## src/rtl/array_seq_ctrl_pkg.sv

```systemverilog
// Shared types and constants for the MAC-array west-edge sequencer.
package array_seq_ctrl_pkg;

  typedef enum logic [2:0] {StIdle, StLoad, StGap, StExec, StDrain} state_e;

  // Bit positions inside a per-row {mode, exec, load} instruction.
  localparam int unsigned INST_LOAD = 0;
  localparam int unsigned INST_EXEC = 1;
  localparam int unsigned INST_MODE = 2;
  localparam int unsigned INST_W    = 3;

  localparam int unsigned SRAM_LAT  = 1;

  // 4-bit activation mode packs one weight load per tile, 2-bit mode needs two.
  function automatic int unsigned loads_per_tile(input logic mode);
    return mode ? 1 : 2;
  endfunction

endpackage

```

## src/rtl/array_seq_ctrl_skew_pipe.sv

```systemverilog
// Fixed-depth shift register delaying one row's west-edge inst+data by DEPTH cycles.
module array_seq_ctrl_skew_pipe #(
  parameter int unsigned W     = 7,
  parameter int unsigned DEPTH = 1
) (
  input  logic         clk_i,
  input  logic         rst_i,
  input  logic [W-1:0] d_i,
  output logic [W-1:0] q_o
);

  logic [DEPTH-1:0][W-1:0] sr_q, sr_d;

  always_comb begin
    sr_d    = sr_q;
    sr_d[0] = d_i;
    for (int i = 1; i < DEPTH; i++) begin
      sr_d[i] = sr_q[i-1];
    end
  end

  always_ff @(posedge clk_i or posedge rst_i) begin
    if (rst_i) begin
      sr_q <= '0;
    end else begin
      sr_q <= sr_d;
    end
  end

  assign q_o = sr_q[DEPTH-1];

endmodule

```

## src/rtl/array_seq_ctrl.sv

```systemverilog
// Sequencer for a ROW x COL MAC grid: streams weights then activations from SRAM onto the
// west edge with per-row skew, waits for psum drain and pulses done.
module array_seq_ctrl
  import array_seq_ctrl_pkg::*;
#(
  parameter int unsigned ROW     = 8,
  parameter int unsigned COL     = 8,
  parameter int unsigned BW      = 2,
  parameter int unsigned ADDR_BW = 11,
  parameter int unsigned LEN_BW  = 8,
  parameter int unsigned W_BASE  = 0,
  parameter int unsigned A_BASE  = 64
) (
  input  logic                  clk,
  input  logic                  reset,
  input  logic                  start,
  input  logic                  mode_in,
  input  logic [LEN_BW-1:0]     len,
  output logic                  busy,
  output logic                  done,
  output logic                  mem_cen,
  output logic [ADDR_BW-1:0]    mem_addr,
  input  logic [ROW*2*BW-1:0]   mem_rdata,
  output logic [ROW*2*BW-1:0]   act_w,
  output logic [ROW*INST_W-1:0] inst_w
);

  localparam int unsigned CW = $clog2(2*COL + ROW + 1);
  localparam int unsigned DW = 2*BW;
  localparam int unsigned SW = INST_W + DW;

  state_e                          state_q, state_d;
  logic [CW-1:0]                   cnt_q, cnt_d;
  logic [LEN_BW-1:0]               vec_q, vec_d;
  logic [LEN_BW-1:0]               len_q, len_d;
  logic                            mode_q, mode_d;
  logic                            done_q, done_d;
  logic [SRAM_LAT-1:0][INST_W-1:0] inst0_q, inst0_d;
  logic [CW-1:0]                   load_last;
  logic                            rd_load, rd_exec;
  logic [INST_W-1:0]               inst_s0;
  logic                            s0_valid;
  logic [ROW-1:0][SW-1:0]          row_in, row_out;

  assign load_last = CW'(COL * loads_per_tile(mode_q) - 1);
  assign busy      = (state_q != StIdle);
  assign done      = done_q;

  always_comb begin
    state_d  = state_q;
    cnt_d    = cnt_q;
    vec_d    = vec_q;
    len_d    = len_q;
    mode_d   = mode_q;
    done_d   = 1'b0;
    mem_cen  = 1'b1;
    mem_addr = '0;
    rd_load  = 1'b0;
    rd_exec  = 1'b0;
    unique case (state_q)
      StIdle: begin
        if (start) begin
          mode_d  = mode_in;
          len_d   = len;
          cnt_d   = '0;
          vec_d   = '0;
          state_d = StLoad;
        end
      end
      StLoad: begin
        mem_cen  = 1'b0;
        mem_addr = ADDR_BW'(W_BASE) + ADDR_BW'(cnt_q);
        rd_load  = 1'b1;
        if (cnt_q == load_last) begin
          cnt_d   = '0;
          state_d = StGap;
        end else begin
          cnt_d = cnt_q + 1'b1;
        end
      end
      StGap: begin
        if (cnt_q == CW'(COL - 1)) begin
          cnt_d   = '0;
          state_d = (len_q == '0) ? StDrain : StExec;
        end else begin
          cnt_d = cnt_q + 1'b1;
        end
      end
      StExec: begin
        mem_cen  = 1'b0;
        mem_addr = ADDR_BW'(A_BASE) + ADDR_BW'(vec_q);
        rd_exec  = 1'b1;
        if (vec_q == len_q - 1'b1) begin
          vec_d   = '0;
          state_d = StDrain;
        end else begin
          vec_d = vec_q + 1'b1;
        end
      end
      StDrain: begin
        if (cnt_q == CW'(ROW + COL)) begin
          cnt_d   = '0;
          done_d  = 1'b1;
          state_d = StIdle;
        end else begin
          cnt_d = cnt_q + 1'b1;
        end
      end
      default: state_d = StIdle;
    endcase
  end

  // Instruction tokens ride alongside the SRAM read so they line up with mem_rdata.
  always_comb begin
    inst0_d               = inst0_q;
    inst0_d[0]            = '0;
    inst0_d[0][INST_LOAD] = rd_load;
    inst0_d[0][INST_EXEC] = rd_exec;
    inst0_d[0][INST_MODE] = busy & mode_q;
    for (int i = 1; i < SRAM_LAT; i++) begin
      inst0_d[i] = inst0_q[i-1];
    end
  end

  always_ff @(posedge clk or posedge reset) begin
    if (reset) begin
      state_q <= StIdle;
      cnt_q   <= '0;
      vec_q   <= '0;
      len_q   <= '0;
      mode_q  <= 1'b0;
      done_q  <= 1'b0;
      inst0_q <= '0;
    end else begin
      state_q <= state_d;
      cnt_q   <= cnt_d;
      vec_q   <= vec_d;
      len_q   <= len_d;
      mode_q  <= mode_d;
      done_q  <= done_d;
      inst0_q <= inst0_d;
    end
  end

  assign inst_s0  = inst0_q[SRAM_LAT-1];
  assign s0_valid = inst_s0[INST_LOAD] | inst_s0[INST_EXEC];

  for (genvar r = 0; r < ROW; r++) begin : g_row
    assign row_in[r] = {inst_s0, s0_valid ? mem_rdata[r*DW +: DW] : {DW{1'b0}}};
    if (r == 0) begin : g_direct
      assign row_out[r] = row_in[r];
    end else begin : g_skew
      array_seq_ctrl_skew_pipe #(
        .W     (SW),
        .DEPTH (r)
      ) u_skew (
        .clk_i (clk),
        .rst_i (reset),
        .d_i   (row_in[r]),
        .q_o   (row_out[r])
      );
    end
    assign act_w[r*DW +: DW]          = row_out[r][DW-1:0];
    assign inst_w[r*INST_W +: INST_W] = row_out[r][DW +: INST_W];
  end

endmodule

```

## config.mk

```make
export PLATFORM = sky130hd
export DESIGN_NAME = array_seq_ctrl
export DESIGN_NICKNAME = d
export VERILOG_FILES = /design/src/rtl/array_seq_ctrl_pkg.sv /design/src/rtl/array_seq_ctrl_skew_pipe.sv /design/src/rtl/array_seq_ctrl.sv
export SDC_FILE = /design/constraint.sdc
export NUM_CORES = 1
export LEC_CHECK = 0
export CORE_UTILIZATION = 30
export CTS_CLUSTER_SIZE = 30
export DETAILED_ROUTE_END_ITERATION = 10
export PLACE_DENSITY = 0.55
export SLEW_MARGIN = 20
export SYNTH_ARGS = -nofsm -noshare
export SYNTH_HDL_FRONTEND = slang
export SYNTH_SLANG_ARGS = --single-unit
```

## constraint.sdc

```tcl
create_clock -name clk -period 13.2 [get_ports clk]
set_input_delay 2.64 -clock clk [delete_from_list [all_inputs] [get_ports clk]]
set_output_delay 2.64 -clock clk [all_outputs]
set_load 0.05 [all_outputs]
```

==> metrics.txt <==
post-layout instance area=7220 sq um; Period Utilization, post-route=0.505; share of synthesized flip-flops with an asynchronous set or reset=1.00; critical path endpoint category=primary output; synthesis warning total=0; Sequential Power Share=0.401; wire length of the first global-routing pass=15900 um; initial core utilization=0.306; Rel. slew slack=0.381; antenna-violating nets left=0; worst voltage drop across the vdd grid=0.000150 V; number of buffers added for setup after CTS=0; max-cap violation count=0; vias in the first global route=3095; GRT busiest layer=met2; Chip Width=137 um; fillers=1667; setup TNS=0 ns; start point of the worst hold path=g_row[5].g_skew.u_skew.sr_d[28]; share of cells above drive strength 1=0.104; detailed-route DRC error count=0; Post-Syn Area per Cell=14.4 sq um; leak pwr=3.26 nW; largest cells by area after synthesis=sky130_fd_sc_hd__dfrtp_1 74%, sky130_fd_sc_hd__nor2b_1 3.8%, sky130_fd_sc_hd__buf_4 3.1%; worst clock skew=0.00645 ns; Main synth FF type=sky130_fd_sc_hd__dfrtp_1; number of buffers inserted by port buffering=111; crit path launch type=primary input; iteration-0 DRC count of the detailed router=118; result of the run=finished, final reports clean; met3 GRT Util=0.0379; worst-path cell with the longest stage delay=sky130_fd_sc_hd__clkdlybuf4s50_1; Seq cells post-synth=162; Yosys top cell area share=0.737; placer's final routability congestion estimate=0.787; flip-flop and latch area=4050 sq um; critical path buffer and inverter count=2; Least-Margin Pin Slew=0.925 ns; H-tree levels=4; GR Util All Layers=0.114; # placed instances=690; peak fanout along the critical path=1; CTS sink cnt=162; clock tree from TritonCTS=yes; Cell Chain, Critical Path=clkdlybuf4s50_1 > nor2b_1 > clkdlybuf4s50_1; fraction of the yosys area taken by sequential cells=0.737; post-synth top area cell=sky130_fd_sc_hd__dfrtp_1; cell area after placement=6680 sq um; largest incremental delay on the critical path=0.81 ns; I/O pin count=114; Switching Power=0.773 mW; critical path start-end classification=in -> out; core area=18000 sq um; number of stages on the worst hold path=0; switching part of the total=0.397; Hold EP=g_row[5].g_skew.u_skew.q_o[0]; Register-to-Register Setup Slack=10.50 ns; number of setup violations in the final report=0; arrival time at the worst endpoint=4.03 ns; number of placement rows=49; most used cell along the critical path=sky130_fd_sc_hd__clkdlybuf4s50_1; post-synthesis cell count=383; Max Clk Rate=150 MHz; remaining global-route overflow=0; clk slew on worst S/H paths=0.07 ns; Skew-Pair Late Insertion Delay=0.41 ns; fraction of power consumed by the clock network=0.231; Worst Reg-to-Reg Cells=6; post-route minimum period=6.67 ns; GR Util met1=0.144; met2 track demand over resource in global routing=0.175; RSZ-0062 raised after global routing=false; Fin. Hold Viols=0; distinct cell type count of the synthesized netlist=50; Crit path required time=10.56 ns; floorplan die height=137 um; Max Slew Vio Count=0; Final Non-Filler Cells=721; classification of the worst-slack hold path=reg -> reg; quantity of gates resized following cts=0; cell at the root of the clock tree=sky130_fd_sc_hd__clkbuf_16; n_diodes=0; initial antenna violation count=0; Routed Wire Length=9890 um; Post-layout nets=530; combinational share of power=0.368; average wire per cell in the routed design=13.7 um; P_int=1.18 mW; EDFF count, synth=0; Netlist Area Pre-Place=5500 sq um; detailed-route vias per instance=4.32; number of buffers inserted during clock tree synthesis=17; Longest Clk Path Bufs=2; die area=18900 sq um; family of cells with the greatest summed delay on the critical path=buffers and inverters; Total Power=1.95 mW; quantity of hold-fixing buffers added after cts=0; area used by multi-input combinational logic=1150 sq um; number of vias in the routed layout=3117; Reg-to-Reg Start=state_q[0]; Layout Area Growth over Synthesis=31.3%; reg-to-reg critical path endpoint=vec_q[5]; detailed-routing iteration count for the pre-antenna-repair pass=6; pin count of the biggest net entering global routing=88; PD cells=270 nW/um^2; DP Wirelength=6500 um
## per-stage QoR
stage	hold slack [ns]	setup WS, ns	util
floorplan	0.331	6.18	-
global placement	0.331	6.55	0.372
detailed placement	0.335	6.52	0.372
CTS	0.344	6.53	0.402
global route	0.349	6.46	0.402
finish	0.340	6.53	0.402
## cell usage after synthesis (2+ instances only)
cell and instances:
sky130_fd_sc_hd__dfrtp_1 162, sky130_fd_sc_hd__nor2b_1 33, sky130_fd_sc_hd__buf_4 23, sky130_fd_sc_hd__nor2_1 17, sky130_fd_sc_hd__inv_1 14, sky130_fd_sc_hd__nand2_1 12, sky130_fd_sc_hd__o21ai_0 10, sky130_fd_sc_hd__nand3_1 9
sky130_fd_sc_hd__mux2i_1 8, sky130_fd_sc_hd__a31oi_1 7, sky130_fd_sc_hd__clkbuf_1 7, sky130_fd_sc_hd__mux2_2 7, sky130_fd_sc_hd__nor3_1 7, sky130_fd_sc_hd__xor2_1 7, sky130_fd_sc_hd__ha_1 6, sky130_fd_sc_hd__a21oi_1 5
sky130_fd_sc_hd__and2_1 4, sky130_fd_sc_hd__and3_1 3, sky130_fd_sc_hd__buf_6 3, sky130_fd_sc_hd__o22ai_1 3, sky130_fd_sc_hd__xnor2_1 3, sky130_fd_sc_hd__a41oi_1 2, sky130_fd_sc_hd__o211ai_1 2, sky130_fd_sc_hd__o2bb2ai_1 2
sky130_fd_sc_hd__or3_2 2
## worst max-delay path by stage
stage,from,end,slack [ns],depth (start not counted)
3_3_place_gp,mem_rdata[3],act_w[3],6.55,3
6_report,mem_rdata[1],act_w[1],6.53,3
2_1_floorplan,reset,cnt_q[0],6.18,1
4_1_cts,mem_rdata[0],act_w[0],6.53,3
5_1_grt,mem_rdata[1],act_w[1],6.46,3
3_5_place_dp,mem_rdata[0],act_w[0],6.52,3
## layout make-up
cell class	instances	share of cell area
Timing Repair Buffer	113	0.156
Clock inverter	12	0.0133
Sequential cell	162	0.561
Tap cell	229	0.0397
Multi-Input combinational cell	171	0.160
Clock buffer	19	0.0613
Inverter	15	0.00849
## flip-flops by register name, indices dropped and copies added, names as in the netlist
signal / flops
state_q: 3
g_row.g_skew.u_skew.q_o: 37
done: 1
g_row.g_skew.u_skew.sr_d: 96
cnt_q: 5
mode_q: 1
len_q: 8
inst0_q: 3
vec_q: 8
## cell usage in the layout (no fill, tap or decap), types with 2 or more instances in the layout
master                            Yosys  routed
sky130_fd_sc_hd__xor2_1               7       7
sky130_fd_sc_hd__inv_1               14      13
sky130_fd_sc_hd__xnor2_1              3       3
sky130_fd_sc_hd__o2bb2ai_1            2       2
sky130_fd_sc_hd__clkbuf_16            0      17
sky130_fd_sc_hd__nand3_1              9       9
sky130_fd_sc_hd__clkinv_4             0       2
sky130_fd_sc_hd__and2_1               4       4
sky130_fd_sc_hd__or3_2                2       2
sky130_fd_sc_hd__o22ai_1              3       3
sky130_fd_sc_hd__and3_1               3       3
sky130_fd_sc_hd__a21oi_1              5       5
sky130_fd_sc_hd__nor2b_1             33      33
sky130_fd_sc_hd__o21ai_0             10      10
sky130_fd_sc_hd__ha_1                 6       6
sky130_fd_sc_hd__nor2_1              17      16
sky130_fd_sc_hd__clkdlybuf4s50_1      0     111
sky130_fd_sc_hd__mux2i_1              8       8
sky130_fd_sc_hd__nor3_1               7       7
sky130_fd_sc_hd__inv_6                0       7
sky130_fd_sc_hd__nand2_1             12      12
sky130_fd_sc_hd__mux2_2               7       7
sky130_fd_sc_hd__dfrtp_1            162     162
sky130_fd_sc_hd__o211ai_1             2       2
sky130_fd_sc_hd__a31oi_1              7       7
sky130_fd_sc_hd__a41oi_1              2       2
sky130_fd_sc_hd__clkinv_2             0       3
sky130_fd_sc_hd__conb_1               1       2
## power by group through the flow
stage	combinational [mW]	sequential, mW	clock [mW]
2_1_floorplan	0.437	0.879	0
3_3_place_gp	0.716	0.782	0
3_5_place_dp	0.723	0.794	0
4_1_cts	0.725	0.785	0.468
5_1_grt	0.769	0.807	0.487
6_report	0.717	0.781	0.451
## logic make-up (layout without fill, tap and decap cells)
family | Yosys count | count (layout) | share of synthesized area
AND/OR/NAND/NOR | 98 | 98 | 0.0980
adder cells (fa/ha/maj) | 6 | 6 | 0.0136
multiplexers | 15 | 15 | 0.0289
XOR/XNOR | 10 | 10 | 0.0159
buffers and inverters | 51 | 159 | 0.0550
flip-flops | 162 | 162 | 0.737
other | 1 | 2 | 0.000681
AO/OA/AOI/OAI | 40 | 40 | 0.0512
## layer usage
layer | part of all wire | routed length (um)
met1 | 0.45 | 4470
met2 | 0.48 | 4720
met3 | 0.053 | 522
met4 | 0.018 | 176
met5 | 0 | 0
Note: power is estimated with default switching activity, not from simulation.
